**src/rtl/zeroriscy_defines.sv**
```systemverilog
// Shared BNN definitions: operator encoding and unit pipeline depth.
// Latency: n/a (types and constants only).
// Backpressure: n/a.
package zeroriscy_defines;

  typedef enum logic [2:0] {
    BNN_INI  = 3'd0,
    BNN_ACC  = 3'd1,
    BNN_POOL = 3'd2,
    BNN_NORM = 3'd3,
    BNN_NOP  = 3'd7
  } bnn_op_e;

  // Cycles from an op being sampled until bnn_result reflects it.
  localparam int BNN_PIPE_LAT = 3;

endpackage

```
**src/rtl/zeroriscy_bnn_addr_gen.sv**
```systemverilog
// Counter/address block for the BNN layer sequencer: tracks j (input word),
// w (pool window), k (output word) and the running weight row.
// Latency: addresses are combinational from registered counters.
// Backpressure: counters only move on the step strobes from the FSM.
// Ports: clk/rst_n; load latches counts and bases; step_j/step_w/next_word
// advance counters; acc_addr/norm_addr are the param addresses; last_* flag
// the final value of each counter.
module zeroriscy_bnn_addr_gen
  import zeroriscy_defines::*;
#(
  parameter int AW = 16,
  parameter int CW = 8
) (
  input  logic          clk,
  input  logic          rst_n,
  input  logic          load,
  input  logic          step_j,
  input  logic          step_w,
  input  logic          next_word,
  input  logic [CW-1:0] n_in,
  input  logic [CW-1:0] n_pool,
  input  logic [CW-1:0] n_out,
  input  logic [AW-1:0] wbase,
  input  logic [AW-1:0] nbase,
  output logic [AW-1:0] acc_addr,
  output logic [AW-1:0] norm_addr,
  output logic          last_j,
  output logic          last_w,
  output logic          last_k
);

  logic [CW-1:0] n_in_q, n_pool_q, n_out_q;
  logic [CW-1:0] j, w, k;
  logic [AW-1:0] nbase_q, wrow;

  assign last_j    = (j == n_in_q - 1'b1);
  assign last_w    = (w == n_pool_q - 1'b1);
  assign last_k    = (k == n_out_q - 1'b1);
  // Address arithmetic wraps modulo 2^AW by construction.
  assign acc_addr  = wrow + AW'(j);
  assign norm_addr = nbase_q + AW'(k);

  always_ff @(posedge clk or negedge rst_n) begin
    if (!rst_n) begin
      n_in_q   <= '0;
      n_pool_q <= '0;
      n_out_q  <= '0;
      nbase_q  <= '0;
      wrow     <= '0;
      j        <= '0;
      w        <= '0;
      k        <= '0;
    end else if (load) begin
      n_in_q   <= n_in;
      n_pool_q <= n_pool;
      n_out_q  <= n_out;
      nbase_q  <= nbase;
      wrow     <= wbase;
      j        <= '0;
      w        <= '0;
      k        <= '0;
    end else begin
      // j and w wrap to 0 on their last value, so every new window/word
      // starts clean without an explicit clear from INI.
      if (step_j) j <= last_j ? '0 : j + 1'b1;
      if (step_w) w <= last_w ? '0 : w + 1'b1;
      if (next_word) begin
        k    <= k + 1'b1;
        wrow <= wrow + AW'(n_in_q);
      end
    end
  end

endmodule

```
**src/rtl/zeroriscy_bnn_seq.sv**
```systemverilog
// Layer sequencer feeding the BNN estimate unit: INI/ACC/POOL/NORM command
// stream per 32-neuron output word, pipeline drain, valid/ready result out.
// Latency: INI issued the cycle after start; result valid DRAIN+1 cycles after NORM.
// Backpressure: bnn_ready_i low or in_valid_i low (in ACC) stalls issue; out_ready_i low holds OUT.
// Ports: start/cfg_* layer config; in_* activation stream; bnn_* unit command
// and result; out_* result word; busy_o while running; done_o end-of-layer pulse.
module zeroriscy_bnn_seq
  import zeroriscy_defines::*;
#(
  parameter int AW    = 16,
  parameter int CW    = 8,
  parameter int DRAIN = BNN_PIPE_LAT
) (
  input  logic          clk,
  input  logic          rst_n,
  input  logic          start_i,
  input  logic [CW-1:0] cfg_n_in_i,
  input  logic [CW-1:0] cfg_n_pool_i,
  input  logic [CW-1:0] cfg_n_out_i,
  input  logic [AW-1:0] cfg_wbase_i,
  input  logic [AW-1:0] cfg_nbase_i,
  input  logic [15:0]   cfg_bias_i,
  input  logic          in_valid_i,
  input  logic [31:0]   in_data_i,
  output logic          in_ready_o,
  output logic          bnn_en_o,
  output bnn_op_e       bnn_operator_o,
  output logic [31:0]   bnn_addr_o,
  output logic [31:0]   bnn_data_o,
  input  logic [31:0]   bnn_result_i,
  input  logic          bnn_ready_i,
  output logic          out_valid_o,
  output logic [31:0]   out_data_o,
  input  logic          out_ready_i,
  output logic          busy_o,
  output logic          done_o
);

  localparam int DCW = $clog2(DRAIN + 1);

  typedef enum logic [2:0] {
    S_IDLE, S_INI, S_ACC, S_POOL, S_NORM, S_DRAIN, S_OUT
  } state_e;

  state_e         state;
  logic [15:0]    bias_q;
  logic [DCW-1:0] drain_cnt;
  logic [AW-1:0]  addr;
  logic [AW-1:0]  acc_addr, norm_addr;
  logic           last_j, last_w, last_k;
  logic           cfg_ok, load;

  assign cfg_ok = (|cfg_n_in_i) & (|cfg_n_pool_i) & (|cfg_n_out_i);
  assign load   = (state == S_IDLE) & start_i & cfg_ok;
  assign busy_o = (state != S_IDLE);

  zeroriscy_bnn_addr_gen #(.AW(AW), .CW(CW)) u_addr_gen (
    .clk       (clk),
    .rst_n     (rst_n),
    .load      (load),
    .step_j    ((state == S_ACC) & bnn_en_o),
    .step_w    ((state == S_POOL) & bnn_en_o),
    .next_word ((state == S_OUT) & out_ready_i & ~last_k),
    .n_in      (cfg_n_in_i),
    .n_pool    (cfg_n_pool_i),
    .n_out     (cfg_n_out_i),
    .wbase     (cfg_wbase_i),
    .nbase     (cfg_nbase_i),
    .acc_addr  (acc_addr),
    .norm_addr (norm_addr),
    .last_j    (last_j),
    .last_w    (last_w),
    .last_k    (last_k)
  );

  // Command outputs depend on same-cycle bnn_ready_i/in_valid_i, so they are
  // decoded from the registered state rather than registered themselves.
  always_comb begin
    bnn_en_o       = 1'b0;
    bnn_operator_o = BNN_NOP;
    addr           = '0;
    bnn_data_o     = '0;
    in_ready_o     = 1'b0;
    if (bnn_ready_i) begin
      case (state)
        S_INI: begin
          bnn_en_o       = 1'b1;
          bnn_operator_o = BNN_INI;
          bnn_data_o     = {16'h0, bias_q};
        end
        S_ACC: if (in_valid_i) begin
          bnn_en_o       = 1'b1;
          bnn_operator_o = BNN_ACC;
          addr           = acc_addr;
          bnn_data_o     = in_data_i;
          in_ready_o     = 1'b1;
        end
        S_POOL: begin
          bnn_en_o       = 1'b1;
          bnn_operator_o = BNN_POOL;
          bnn_data_o     = {16'h0, bias_q};
        end
        S_NORM: begin
          bnn_en_o       = 1'b1;
          bnn_operator_o = BNN_NORM;
          addr           = norm_addr;
        end
        default: ;
      endcase
    end
  end

  assign bnn_addr_o = 32'(addr);

  always_ff @(posedge clk or negedge rst_n) begin
    if (!rst_n) begin
      state       <= S_IDLE;
      bias_q      <= '0;
      drain_cnt   <= '0;
      out_valid_o <= 1'b0;
      out_data_o  <= '0;
      done_o      <= 1'b0;
    end else begin
      done_o <= 1'b0;
      case (state)
        S_IDLE: if (start_i) begin
          if (cfg_ok) begin
            bias_q <= cfg_bias_i;
            state  <= S_INI;
          end else begin
            done_o <= 1'b1;  // empty layer completes immediately
          end
        end
        S_INI:  if (bnn_en_o) state <= S_ACC;
        S_ACC:  if (bnn_en_o && last_j) state <= S_POOL;
        S_POOL: if (bnn_en_o) state <= last_w ? S_NORM : S_ACC;
        S_NORM: if (bnn_en_o) begin
          drain_cnt <= DCW'(DRAIN);
          state     <= S_DRAIN;
        end
        S_DRAIN: begin
          if (drain_cnt <= DCW'(1)) begin
            out_data_o  <= bnn_result_i;
            out_valid_o <= 1'b1;
            state       <= S_OUT;
          end else begin
            drain_cnt <= drain_cnt - 1'b1;
          end
        end
        S_OUT: if (out_ready_i) begin
          out_valid_o <= 1'b0;
          if (last_k) begin
            done_o <= 1'b1;
            state  <= S_IDLE;
          end else begin
            state <= S_INI;
          end
        end
        default: state <= S_IDLE;
      endcase
    end
  end

endmodule
```
**config.mk**
```make
export PLATFORM = sky130hd
export DESIGN_NAME = zeroriscy_bnn_seq
export DESIGN_NICKNAME = d
export VERILOG_FILES = /design/src/rtl/zeroriscy_defines.sv /design/src/rtl/zeroriscy_bnn_addr_gen.sv /design/src/rtl/zeroriscy_bnn_seq.sv
export SDC_FILE = /design/constraint.sdc
export NUM_CORES = 1
export LEC_CHECK = 0
export ABC_AREA = 1
export CAP_MARGIN = 25
export CORE_ASPECT_RATIO = 1.1
export CORE_MARGIN = 1.5
export CORE_UTILIZATION = 40
export CTS_BUF_LIST = sky130_fd_sc_hd__clkbuf_4
export CTS_CLUSTER_DIAMETER = 200
export DETAILED_ROUTE_END_ITERATION = 10
export PLACE_DENSITY = 0.65
export RECOVER_POWER = 25
export SYNTH_ARGS = -nofsm -noshare
export SYNTH_HDL_FRONTEND = slang
export SYNTH_HIERARCHICAL = 1
export SYNTH_SLANG_ARGS = --single-unit
```
**constraint.sdc**
```tcl
create_clock -name clk -period 3.28 [get_ports clk]
set_clock_uncertainty 0.2 [all_clocks]
set_input_delay 0.656 -clock clk [delete_from_list [all_inputs] [get_ports clk]]
set_output_delay 0.656 -clock clk [all_outputs]
set_load 0.1 [all_outputs]
```
# Yosys cells after proc, flatten, opt, wreduce, memory -nomap -nowiden
# Index checks and enable logic that the tools add are counted.
# W data, S select, Z words.
# word_totals
ff_bits,135
in_bits,142
out_inout_bits,104
wordCells,116
# op_classes
n_addsub,10
order_cmp,1
n_eq_ne,18
mux,46
bitwise_logic,9
reduce_logical,18
# op_table
operator,n
$mux W16,4
$mux W32,2
$mux W8,8
$pmux W32 S2,1
$add A16 B8 Y16,3
$mux W3,11
$pmux W16 S2,1
$add A8 B1 Y8 const B,3
$eq A8 B8 Y1,3
$reduce_or A8 Y1,3
$sub A8 B1 Y8 const B,3
$pmux W3 S7,1
$ne A2 B2 Y1 const B,8
$pmux W3 S4,1
$mux W1,11
$reduce_bool A2 Y1,5
$eq A3 B3 Y1 const B,3
$reduce_and A3 Y1,3
$and A1 B1 Y1,8
$reduce_and A8 Y1,1
$eq A3 B2 Y1 const B,2
$pmux W1 S2,3
$mux W2,2
$pmux W2 S2,1
11 further kinds,11

# Longest topological paths before layout
# Gate-level depths: netlist of run 1.
# depth
ltp_word,7
ltp_mapped,18
mapped_depth_nobuf,18

# Hierarchy
# The synthesis of run 1 kept the hierarchy.
# modules_own_cells
mod,n_inst,cells_each,area_each_um2,seq_area_each_um2
zeroriscy_bnn_addr_gen,1,795,5691.7,2001.9
zeroriscy_bnn_seq,1,450,3191.8,1376.3

# Worst setup path before layout of run 1
# Ideal clock, no wire load.
# synth_timing
kind,flip-flop to output port
from,reg state[0]
to,out bnn_operator_o[1]
arrival_ns,3.348
required_ns,2.424
setup_slack_ns,-0.924
path_stages_with_launch,8
path_buffers,0
cell_sequence,dfrtp_1 inv_1 nor2_2 nor2_1 nand2_1 nand2_1 inv_1 nand3_1
# synth_between
elab_chain_len,3
elab_cells_between_ends,6
cone_classes,eq/ne: 4; mux: 2
# synth_lines
item,line,source
"start, declared",zeroriscy_bnn_seq.sv:45,state_e state;
"start signal, assigned",zeroriscy_bnn_seq.sv:136,S_POOL: if (bnn_en_o) state <= last_w ? S_NORM : S_ACC;
$eq A3 B3 Y1 (tied with other cells),zeroriscy_bnn_seq.sv:85,case (state)
$pmux W3 S4 *,zeroriscy_bnn_seq.sv:85,
$mux W3 *,zeroriscy_bnn_seq.sv:84,if (bnn_ready_i) begin
"end, declared",zeroriscy_bnn_seq.sv:27,"output bnn_op_e bnn_operator_o,"
# Mark *: on every way between the ends. The rest lies on a longest branch, timed or not.

# Final worst setup path of run 1
# layout_timing
from,reg u_addr_gen.k[0]
to,out bnn_addr_o[14]
# layout_between
elab_chain_len,3
# layout_lines
item,line,source
"start, declared",zeroriscy_bnn_addr_gen.sv:33,"logic [CW-1:0] j, w, k;"
"start signal, assigned",zeroriscy_bnn_addr_gen.sv:68,k <= k + 1'b1;
$add A16 B8 Y16,zeroriscy_bnn_addr_gen.sv:41,assign norm_addr = nbase_q + AW'(k);
named net norm_addr[14],zeroriscy_bnn_seq.sv:49,"logic [AW-1:0] acc_addr, norm_addr;"
$pmux W16 S2,zeroriscy_bnn_seq.sv:85,
$mux W16,zeroriscy_bnn_seq.sv:84,
"end, declared",zeroriscy_bnn_seq.sv:28,"output logic [31:0] bnn_addr_o,"
# The timed path passes the listed nets, and every way through them passes these cells.

==> flow_metrics.env, run 1 <==
export IMPL_cts_root_buf="clkbuf_4"
export IMPL_dieHeight_um=159
export IMPL_crit_path_start="u_addr_gen/k[0]"
export IMPL_multi_input_area_um2=5170
export IMPL_numClockSinks=135
export IMPL_timing_fmax_ghz=0.286
export IMPL_antenna_found_initial=2
export IMPL_grt_usage_pct=23.5
export IMPL_worstSetupEndpointType="primary output"
export IMPL_p_leak_nw=6.20
export IMPL_finalWorstSetupSlack_ns=-0.222
export IMPL_tightest_slew_ns=2.47
export IMPL_core_um2=22000
export IMPL_crit_arrival_ns=2.65
export IMPL_worstPathRequired_ns=2.42
export IMPL_min_from="out_data_o[26]"
export IMPL_syn_to_final_growth_pct=46.3
export IMPL_synth_async_reset_ratio_pct=100
export IMPL_seq_area_frac_synth_pct=38.0
export IMPL_syn_area_um2=8880
export IMPL_die_w_um=145
export IMPL_clk_pin_slew_worst_paths_ns=0.14
export IMPL_min_period_ns=3.50
export IMPL_violations="max-capacitance violations, max-slew violations, negative setup slack"
export IMPL_fillers=2014
export IMPL_yosys_area_top_type_share_pct=38.0
export IMPL_numPortBuffers=229
export IMPL_max_cap_violations=1
export IMPL_timing_rr_start="u_addr_gen/n_out_q[0]"
export IMPL_ff2ff_setup_slack_ns=0.35
export IMPL_max_slew_margin_pct=-65.0
export IMPL_post_synth_top_area_cell="dfrtp_1"
export IMPL_first_pass_iters=5
export IMPL_p_per_area_nw_per_um2=823
export IMPL_drt_wl_total_um=27300
export IMPL_post_dp_cell_area_um2=12000
export IMPL_swShare_pct=53.0
export IMPL_clockBufferDepth=2
export IMPL_grt_pass1_vias=8600
export IMPL_worstSetupPathType="reg -> out"
export IMPL_reg2reg_to="u_addr_gen/wrow[10]"
export IMPL_setup_viol=13
export IMPL_grt_pass1_wl_um=43700
export IMPL_finalWeightedCongestion=0.908
export IMPL_die_area_um2=23100
export IMPL_switchingPower_mw=5.67
export IMPL_max_stage_delay_ns=0.42
export IMPL_syn_area_per_cell_um2=7.14
export IMPL_slew_violations=39
export IMPL_ys_top_cells_by_area="dfrtp_1 38%, nand2_1 19%, inv_1 5.7%"
export IMPL_vias=8840
export IMPL_syn_instance_count=1245
export IMPL_start_kind="register"
export IMPL_holdPathStages=2
export IMPL_period_share_pct=107
export IMPL_hold_path_end="out_data_o[26]"
export IMPL_drive_above_1_share_pct=20.8
export IMPL_seqCellArea_um2=3390
export IMPL_synth_seq_cells=135
export IMPL_clock_latency_ns=0.54
export IMPL_cts_inserted_buffers=17
export IMPL_ant_nets=0
export IMPL_grt_max_degree=59
export IMPL_ys_flop_type="dfrtp_1"
export IMPL_r2r_cells=13
export IMPL_finalNetCount=1690
export IMPL_cts_tree="built"
export IMPL_hp_class="reg -> reg"
export IMPL_rsz0062_at_grt="yes"
export IMPL_crit_path_max_fanout=3
export IMPL_power_frac_seq_pct=27.1
export IMPL_pwr_share_comb_pct=61.3
export IMPL_p_int_mw=5.03
export IMPL_hold_violations=0
export IMPL_drc_errors=0
export IMPL_pin_count=246
export IMPL_cts_max_level=4
export IMPL_worstPathCellList="ha_2 > fa_2 > nand3_2 > nand2_2 > nand4_1 > nand2_2 > nand2_2 > nor2_2 > xor2_1 > a22oi_2 > nor2_4 > buf_12"
export IMPL_fin_area_um2=13000
export IMPL_start_util_pct=40.4
export IMPL_wire_per_inst_um=14.9
export IMPL_synth_edff_count=0
export IMPL_vdd_drop_max_mv=0.409
export IMPL_overflow=0
export IMPL_vias_per_cell=4.85
export IMPL_cp_common_cell="nand2_2"
export IMPL_dp_final_hpwl_um=19800
export IMPL_drt_iter0_markers=514
export IMPL_power_total_mw=10.7
export IMPL_rows=57
export IMPL_ys_warn_count=6
export IMPL_status="finished with violations"
export IMPL_final_core_util_pct=59.2
export IMPL_p_clk_share_pct=11.5
export IMPL_synth_cell_types=46
export IMPL_slowest_stage="dfrtp_1"
## placed cells by master, fill, tap and decap left out, types with 3 or more instances in the layout
cell type,netlist,routed
xnor2_1,17,17
inv_6,0,5
a21oi_1,26,19
ha_1,31,16
o21ai_1,9,13
ha_4,0,14
nor2_4,3,10
a22oi_2,0,10
inv_2,13,10
buf_4,23,83
nor2_1,119,86
a21oi_4,1,3
clkbuf_4,0,17
inv_8,0,3
buf_12,0,55
nand2_2,3,19
clkdlybuf4s50_1,0,140
nor3_1,7,7
nand4_1,11,11
inv_1,134,133
dfrtp_2,0,11
xor2_2,0,3
nand3_1,64,58
nor2_2,13,39
clkinvlp_4,0,4
nand2_1,440,424
dfrtp_1,135,124
a21oi_2,1,6
nor3b_1,4,4
conb_1,1,16
a22oi_1,45,35
o21ai_0,59,54
xor2_1,40,37
nand3_2,1,7
## timing repair
| item | CTS | global route |
|---|---|---|
| gates cloned | 0 | 1 |
| gates resized for setup | 55 | 44 |
| pin swaps | 30 | 17 |
| endpoints found under the hold margin | 36 | 0 |
| setup endpoints to repair | 18 | 50 |
| hold buffers | 1 | 0 |
| buffers inserted | 22 | 6 |
## through the flow
| stage | setup TNS, ns | std cells | hold WS, ns | worst slack [ns] |
|---|---|---|---|---|
| after floorplan | -0.140 | 1260 | 0.160 | -0.140 |
| after global placement | 0 | 1760 | 0.256 | 0.169 |
| after detailed placement | 0 | 1760 | 0.260 | 0.128 |
| after CTS | -1.73 | 1815 | 0.295 | -0.233 |
| after global routing | -8.52 | 1824 | 0.316 | -0.409 |
| final | -1.51 | 1824 | 0.287 | -0.222 |
## layer usage
| layer | track usage, % | routed length [um] | up-vias | share of wire, % |
|---|---|---|---|---|
| met5 | 0 | 0 | - | 0 |
| met4 | 7.98 | 570 | 0 | 2.1 |
| met3 | 4.99 | 1180 | 34 | 4.3 |
| met2 | 39.5 | 13400 | 228 | 49 |
| met1 | 30.0 | 12100 | 4135 | 44 |
| li1 | - | - | 4443 | - |
## how the worst max path moves through the flow
stage,endpoint,slack (ns)
final,bnn_addr_o[14],-0.22
after global routing,bnn_addr_o[14],-0.41
after CTS,bnn_addr_o[6],-0.23
after detailed placement,u_addr_gen/j[4],0.13
after global placement,u_addr_gen/wrow[5],0.17
after floorplan,bnn_operator_o[1],-0.14
## Yosys cell counts (2+ instances only)
master,n
nor2_2,13
nand2_1,440
buf_2,10
fa_1,3
inv_1,134
a21oi_1,26
nor2_1,119
nand4_1,11
clkbuf_1,7
nand2_2,3
dfrtp_1,135
o21ai_0,59
xor2_1,40
a22oi_1,45
inv_2,13
ha_1,31
buf_4,23
buf_6,5
nor3_1,7
nor3b_1,4
o21a_1,2
xnor2_1,17
nand3_1,64
nor2_4,3
a21o_1,2
o21ai_1,9
## flip-flops by register name, summed over array words and instances (netlist names)
signal,cells
bias_q,16
u_addr_gen/n_out_q,8
u_addr_gen/w,8
done_o,1
u_addr_gen/j,8
state,3
u_addr_gen/n_pool_q,8
u_addr_gen/k,8
out_data_o,32
drain_cnt,2
u_addr_gen/n_in_q,8
out_valid_o,1
u_addr_gen/nbase_q,16
u_addr_gen/wrow,16
## power by group through the flow
stage	logic (mW)	clock network, mW	registers [mW]
final	6.56	1.24	2.90
after global routing	7.12	1.34	2.98
after CTS	6.40	1.28	2.88
after detailed placement	6.11	0	2.87
after global placement	6.04	0	2.87
after floorplan	3.78	0	3.45
## layout make-up
class                           count  area share [%]
Tap cell                          295            2.84
Inverter                          148            4.39
Sequential cell                   135            26.1
Clock buffer                       17           0.982
Timing Repair Buffer              282            24.4
Antenna cell                        2          0.0385
Multi-Input combinational cell    930            39.8
Clock inverter                     15            1.42
## worst max-delay path: cells and delay by family, from the launching register on
kind | cells | cell delay [ns]
buffers and inverters | 1 | 0.19
and+or+nand+nor | 7 | 0.53
AOI/OAI and AO/OA | 1 | 0.23
DFF | 1 | 0.42
adders and majority gates | 2 | 0.59
xor gates and xnor gates | 1 | 0.14
## cells by family (layout without fill, tap and decap cells)
kind of cell | Yosys count | count (layout) | synth area share [%]
AOI/OAI and AO/OA | 152 | 152 | 10.3
xor gates and xnor gates | 57 | 57 | 5.62
adders and majority gates | 34 | 34 | 5.04
buffers and inverters | 195 | 462 | 9.89
DFF | 135 | 135 | 38.0
other | 1 | 18 | 0.0422
and+or+nand+nor | 671 | 671 | 31.1
(Power assumes the default switching activity.)
==> inputs of run 2 (changes only) <==
Settings changed: CORE_UTILIZATION 40 to 42, PLACE_DENSITY 0.65 to 0.67.
==> run 2 against run 1 <==
Net effect:
- critical path type unchanged
- die area down 4.7%
- largest power group unchanged
- via count up 0.26%
- clock-buffer cell count unchanged
- the run still ends with max-capacitance violations, max-slew violations, negative setup slack left
- wire length down 1.6%
- critical endpoint unchanged
==> flow_metrics.env, run 2 (same netlist as run 1, synthesis figures left out) <==
export IMPL_cts_root_buf="clkbuf_4"
export IMPL_start_util_pct=43.0
export IMPL_vias=8863
export IMPL_power_total_mw=10.7
export IMPL_first_pass_iters=8
export IMPL_cts_tree="built"
export IMPL_finalNetCount=1698
export IMPL_grt_max_degree=63
export IMPL_grt_pass1_vias=8519
export IMPL_final_core_util_pct=63.0
export IMPL_seqCellArea_um2=3390
export IMPL_mostFrequentLayoutCell="nand2_1"
export IMPL_drt_iter0_markers=517
export IMPL_post_dp_cell_area_um2=12000
export IMPL_ff2ff_setup_slack_ns=0.51
export IMPL_vias_per_cell=4.95
export IMPL_drive_above_1_share_pct=21.6
export IMPL_layout_common_cells="425 x nand2_1, 140 x clkdlybuf4s50_1, 130 x inv_1, 124 x dfrtp_1, 88 x buf_4"
export IMPL_numPortBuffers=229
export IMPL_timing_fmax_ghz=0.286
export IMPL_min_period_ns=3.50
export IMPL_status="finished with violations"
export IMPL_worstPathRequired_ns=2.42
export IMPL_dieHeight_um=156
export IMPL_reg2reg_to="u_addr_gen/k[7]"
export IMPL_slew_violations=63
export IMPL_largest_reg_flops=32
export IMPL_finalWeightedCongestion=0.888
export IMPL_syn_to_final_growth_pct=46.4
export IMPL_die_w_um=142
export IMPL_grt_pass1_wl_um=42300
export IMPL_cts_max_level=4
export IMPL_worstSetupEndpointType="primary output"
export IMPL_final_cells=1792
export IMPL_timing_rr_start="u_addr_gen/n_out_q[0]"
export IMPL_ant_nets=0
export IMPL_pin_count=246
export IMPL_grt_usage_pct=24.0
export IMPL_violations="max-capacitance violations, max-slew violations, negative setup slack"
export IMPL_numClockSinks=135
export IMPL_period_share_pct=107
export IMPL_dp_cells=1724
export IMPL_core_um2=20600
export IMPL_hold_violations=0
export IMPL_max_cap_violations=1
export IMPL_top_register="out_data_o"
export IMPL_crit_path_max_fanout=3
export IMPL_drc_errors=0
export IMPL_vdd_drop_max_mv=0.562
export IMPL_cp_top_family="adder cells"
export IMPL_slowest_stage="dfrtp_1"
export IMPL_cts_inserted_buffers=17
export IMPL_start_kind="register"
export IMPL_clk_pin_slew_worst_paths_ns=0.14
export IMPL_crit_arrival_ns=2.64
export IMPL_cp_depth=12
export IMPL_p_leak_nw=6.24
export IMPL_critPathCapture="bnn_addr_o[14]"
export IMPL_setup_viol=13
export IMPL_dp_final_hpwl_um=19500
export IMPL_multi_input_area_um2=5210
export IMPL_max_slew_margin_pct=-7.86
export IMPL_clock_latency_ns=0.56
export IMPL_rsz0062_at_grt="yes"
export IMPL_fin_area_um2=13000
export IMPL_tightest_slew_ns=1.62
export IMPL_wire_per_inst_um=15.0
export IMPL_die_area_um2=22000
export IMPL_drt_wl_total_um=26800
export IMPL_overflow=0
export IMPL_hp_class="reg -> reg"
export IMPL_max_stage_delay_ns=0.41
export IMPL_setup_tns_final_ns=-1.53
export IMPL_p_per_area_nw_per_um2=822
export IMPL_worstSetupPathType="reg -> out"
export IMPL_fillers=1810
export IMPL_crit_path_start="u_addr_gen/k[0]"
export IMPL_antenna_found_initial=1
export IMPL_path_buf_inv=1
export IMPL_rows=55
export IMPL_cp_common_cell="nand2_2"
export IMPL_r2r_cells=17
export IMPL_clockBufferDepth=2
export IMPL_worstPathCellList="ha_2 > fa_2 > nand3_2 > nand2_2 > nand4_1 > nand2_2 > nand2_2 > nor2_1 > xor2_1 > a22oi_2 > nor2_4 > buf_12"
export IMPL_finalWorstSetupSlack_ns=-0.216
## run 2: changes by cell type in the layout (fill, tap and decap cells not counted), sizes merged
cell / change
buf: +5
bufinv: -1
clkbuf: +3
clkinv: +2
clkinvlp: -1
diode: -1
## run 2: repair_timing
action,in CTS,in global routing
pin swaps,17,26
gates resized for setup,58,47
endpoints found under the setup margin,18,48
hold buffers,1,0
setup buffers,20,13
gates cloned,0,1
hold endpoints to repair,58,0
## run 2: worst min path at each step
| stage | start | endpoint | slack (ns) | cells past startpoint |
|---|---|---|---|---|
| 2_1_floorplan | rst_n | bias_q[0] | 0.16 | 0 |
| 3_3_place_gp | out_data_o[26] | out_data_o[26] | 0.26 | 2 |
| 3_5_place_dp | out_data_o[4] | out_data_o[4] | 0.26 | 2 |
| 4_1_cts | out_data_o[4] | out_data_o[4] | 0.29 | 2 |
| 5_1_grt | out_data_o[10] | out_data_o[10] | 0.31 | 2 |
| 6_report | out_data_o[12] | out_data_o[12] | 0.29 | 2 |
## run 2: final cells by class
class / instances / area share (%)
Clock buffer: 17 / 0.981
Tap cell: 256 / 2.46
Clock inverter: 15 / 1.25
Inverter: 148 / 4.39
Timing Repair Buffer: 290 / 24.8
Multi-Input combinational cell: 930 / 40.1
Sequential cell: 135 / 26.1
Antenna cell: 1 / 0.0192
## run 2: per-layer routing
layer	track usage (%)	vias up	routed length (um)
li1	-	4466	-
met1	31.9	4122	12000
met2	40.2	247	13000
met3	4.45	28	1400
met4	6.58	0	436
met5	0	-	0
## run 2: where the power goes
group / internal [mW] / switching (mW)
logic: 2.34 / 4.28
registers: 2.27 / 0.632
clock network: 0.409 / 0.769
## run 2: worst min-delay path: stages, from the launching register on
cell	delay, ns
dfrtp_1	0.37
nand2_1	0.05
nand2_1	0.04
## run 2: per-stage QoR
step | hold slack, ns | worst slack, ns
2_1_floorplan | 0.160 | -0.140
3_3_place_gp | 0.256 | 0.0582
3_5_place_dp | 0.260 | 0.0524
4_1_cts | 0.293 | -0.215
5_1_grt | 0.305 | -0.394
6_report | 0.288 | -0.216
==> inputs of run 3 (changes only) <==
Clock period 3.28 ns to 4.2 ns, I/O delays scaled along.
==> run 3 against run 2 <==
Net effect:
- global-route usage decreased by 0.15 points
- setup slack improved by 0.47 ns
- combinational power is 29% lower
- the flow finishes with violations (max-capacitance violations, max-slew violations)
==> flow_metrics.env, run 3 (same netlist as run 1, synthesis figures left out) <==
export IMPL_status="finished with violations"
export IMPL_violations="max-capacitance violations, max-slew violations"
export IMPL_cts_tree="built"
export IMPL_hold_violations=0
export IMPL_min_period_ns=3.95
export IMPL_multi_input_area_um2=4700
export IMPL_drt_wl_total_um=25800
export IMPL_drt_iter0_markers=564
export IMPL_max_slew_margin_pct=-99.4
export IMPL_power_frac_seq_pct=28.6
export IMPL_finalNetCount=1648
export IMPL_drive_above_1_share_pct=9.56
export IMPL_numClockSinks=135
export IMPL_die_w_um=142
export IMPL_whs_ns=0.283
export IMPL_largest_reg_flops=32
export IMPL_worstPathCellList="ha_1 > fa_1 > nand3_1 > nand2_1 > nand4_1 > nand2_1 > nand2_1 > nor2_1 > xor2_1 > a22oi_1 > nor2_2 > buf_12"
export IMPL_core_um2=20600
export IMPL_start_kind="register"
export IMPL_ant_nets=0
export IMPL_holdPathStages=2
export IMPL_clock_latency_ns=0.54
export IMPL_die_area_um2=22000
export IMPL_dieHeight_um=156
export IMPL_cp_depth=12
export IMPL_drc_errors=0
export IMPL_overflow=0
export IMPL_cp_common_cell="nand2_1"
export IMPL_grt_usage_pct=23.9
export IMPL_grt_pass1_vias=8440
export IMPL_first_pass_iters=5
export IMPL_r2r_cells=13
export IMPL_slowest_stage="dfrtp_1"
export IMPL_worstSetupEndpointType="primary output"
export IMPL_vdd_drop_max_mv=0.277
export IMPL_antenna_found_initial=1
export IMPL_p_per_area_nw_per_um2=652
export IMPL_setup_tns_final_ns=0
export IMPL_crit_arrival_ns=2.91
export IMPL_setup_viol=0
export IMPL_grt_pass1_wl_um=41700
export IMPL_fin_area_um2=12100
export IMPL_wire_per_inst_um=14.8
export IMPL_path_buf_inv=1
export IMPL_power_total_mw=7.89
export IMPL_fillers=1964
export IMPL_max_stage_delay_ns=0.45
export IMPL_clockBufferDepth=2
export IMPL_hp_class="reg -> reg"
export IMPL_vias=8714
export IMPL_rsz0062_at_grt="yes"
export IMPL_start_util_pct=43.0
export IMPL_worstPathRequired_ns=3.16
export IMPL_pin_count=246
export IMPL_cts_max_level=4
export IMPL_period_share_pct=94.0
export IMPL_top_register="out_data_o"
export IMPL_tightest_slew_ns=2.99
export IMPL_timing_fmax_ghz=0.253
export IMPL_p_clk_share_pct=11.9
export IMPL_seqCellArea_um2=3380
export IMPL_slew_violations=66
export IMPL_place_ws_ns=0.567
export IMPL_finalWorstSetupSlack_ns=0.252
export IMPL_switchingPower_mw=4.19
export IMPL_finalWeightedCongestion=0.905
export IMPL_dp_final_hpwl_um=19900
export IMPL_p_int_mw=3.70
export IMPL_syn_to_final_growth_pct=36.3
export IMPL_vias_per_cell=5.00
export IMPL_rows=55
export IMPL_swShare_pct=53.1
export IMPL_clk_pin_slew_worst_paths_ns=0.12
export IMPL_cts_inserted_buffers=17
export IMPL_mostFrequentLayoutCell="nand2_1"
export IMPL_p_leak_nw=5.97
export IMPL_max_cap_violations=1
export IMPL_layout_common_cells="439 x nand2_1, 175 x clkdlybuf4s50_1, 134 x dfrtp_1, 133 x inv_1, 116 x nor2_1"
export IMPL_postCtsSetupBuffers=0
export IMPL_crit_path_max_fanout=5
export IMPL_numPortBuffers=229
export IMPL_grt_max_degree=66
export IMPL_cts_root_buf="clkbuf_4"
export IMPL_pwr_share_comb_pct=59.6
export IMPL_cp_top_family="simple AND/OR/NAND/NOR gates"
export IMPL_worstSetupPathType="reg -> out"
export IMPL_post_dp_cell_area_um2=11800
-- run 3: cell count changes in the layout (fill, tap and decap cells not counted), sizes merged, moves of 2 or more --
cell           before  now
clkinv              6    8
bufinv              1    3
buf               144   61
clkdlybuf4s50     140  175
inv               153  147
clkbuf             22   20
clkinvlp            3    5
-- run 3: worst paths after layout --
path | from | slack (ns) | to
setup / recovery | u_addr_gen/k[0] | 0.25 | bnn_addr_o[14]
min in group asynchronous | rst_n | 1.19 | out_data_o[12]
max in group asynchronous | rst_n | 0.67 | u_addr_gen/w[3]
setup reg to reg | u_addr_gen/n_out_q[0] | 1.35 | u_addr_gen/wrow[14]
hold reg to reg | out_data_o[13] | 0.28 | out_data_o[13]
hold / removal | out_data_o[13] | 0.28 | out_data_o[13]
-- run 3: final cells by class --
cell class	count	share of cell area [%]
tap	256	2.65
inverter	148	4.63
clock inverter	15	1.47
timing repair buffer	240	23.4
antenna	1	0.0207
sequential	135	27.9
clock buffer	17	1.05
multi-input combinational	930	38.8
-- run 3: worst min-delay path, stage by stage, from the launching register on --
cell     delay [ns]
dfrtp_1        0.36
nand2_1        0.05
nand2_1        0.05
-- run 3: timing repair --
action,in CTS,in global routing
resized for setup,0,6
setup endpoints to repair,0,5
hold buffers,0,0
hold endpoints to repair,0,0
-- run 3: per-layer routing --
metal / up-vias / share of wire, % / GRT usage, %
met5: - / 0 / 0
met4: 0 / 2.5 / 8.59
met3: 45 / 6.4 / 5.16
met2: 317 / 48 / 41.0
met1: 3985 / 43 / 29.5
li1: 4367 / - / -
-- run 3: through the flow --
stage | util, % | instances
after floorplan | - | 1260
after global placement | 57.1 | 1709
after detailed placement | 57.1 | 1709
after CTS | 58.6 | 1741
after global routing | 58.6 | 1742
final | 58.6 | 1742
-- run 3: power groups by stage --
stage	clock (mW)	sequential, mW	combinational, mW
floorplan	0	2.69	2.94
global placement	0	2.26	4.63
detailed placement	0	2.27	4.68
CTS	0.965	2.25	4.70
global route	1.03	2.32	5.14
finish	0.936	2.25	4.70
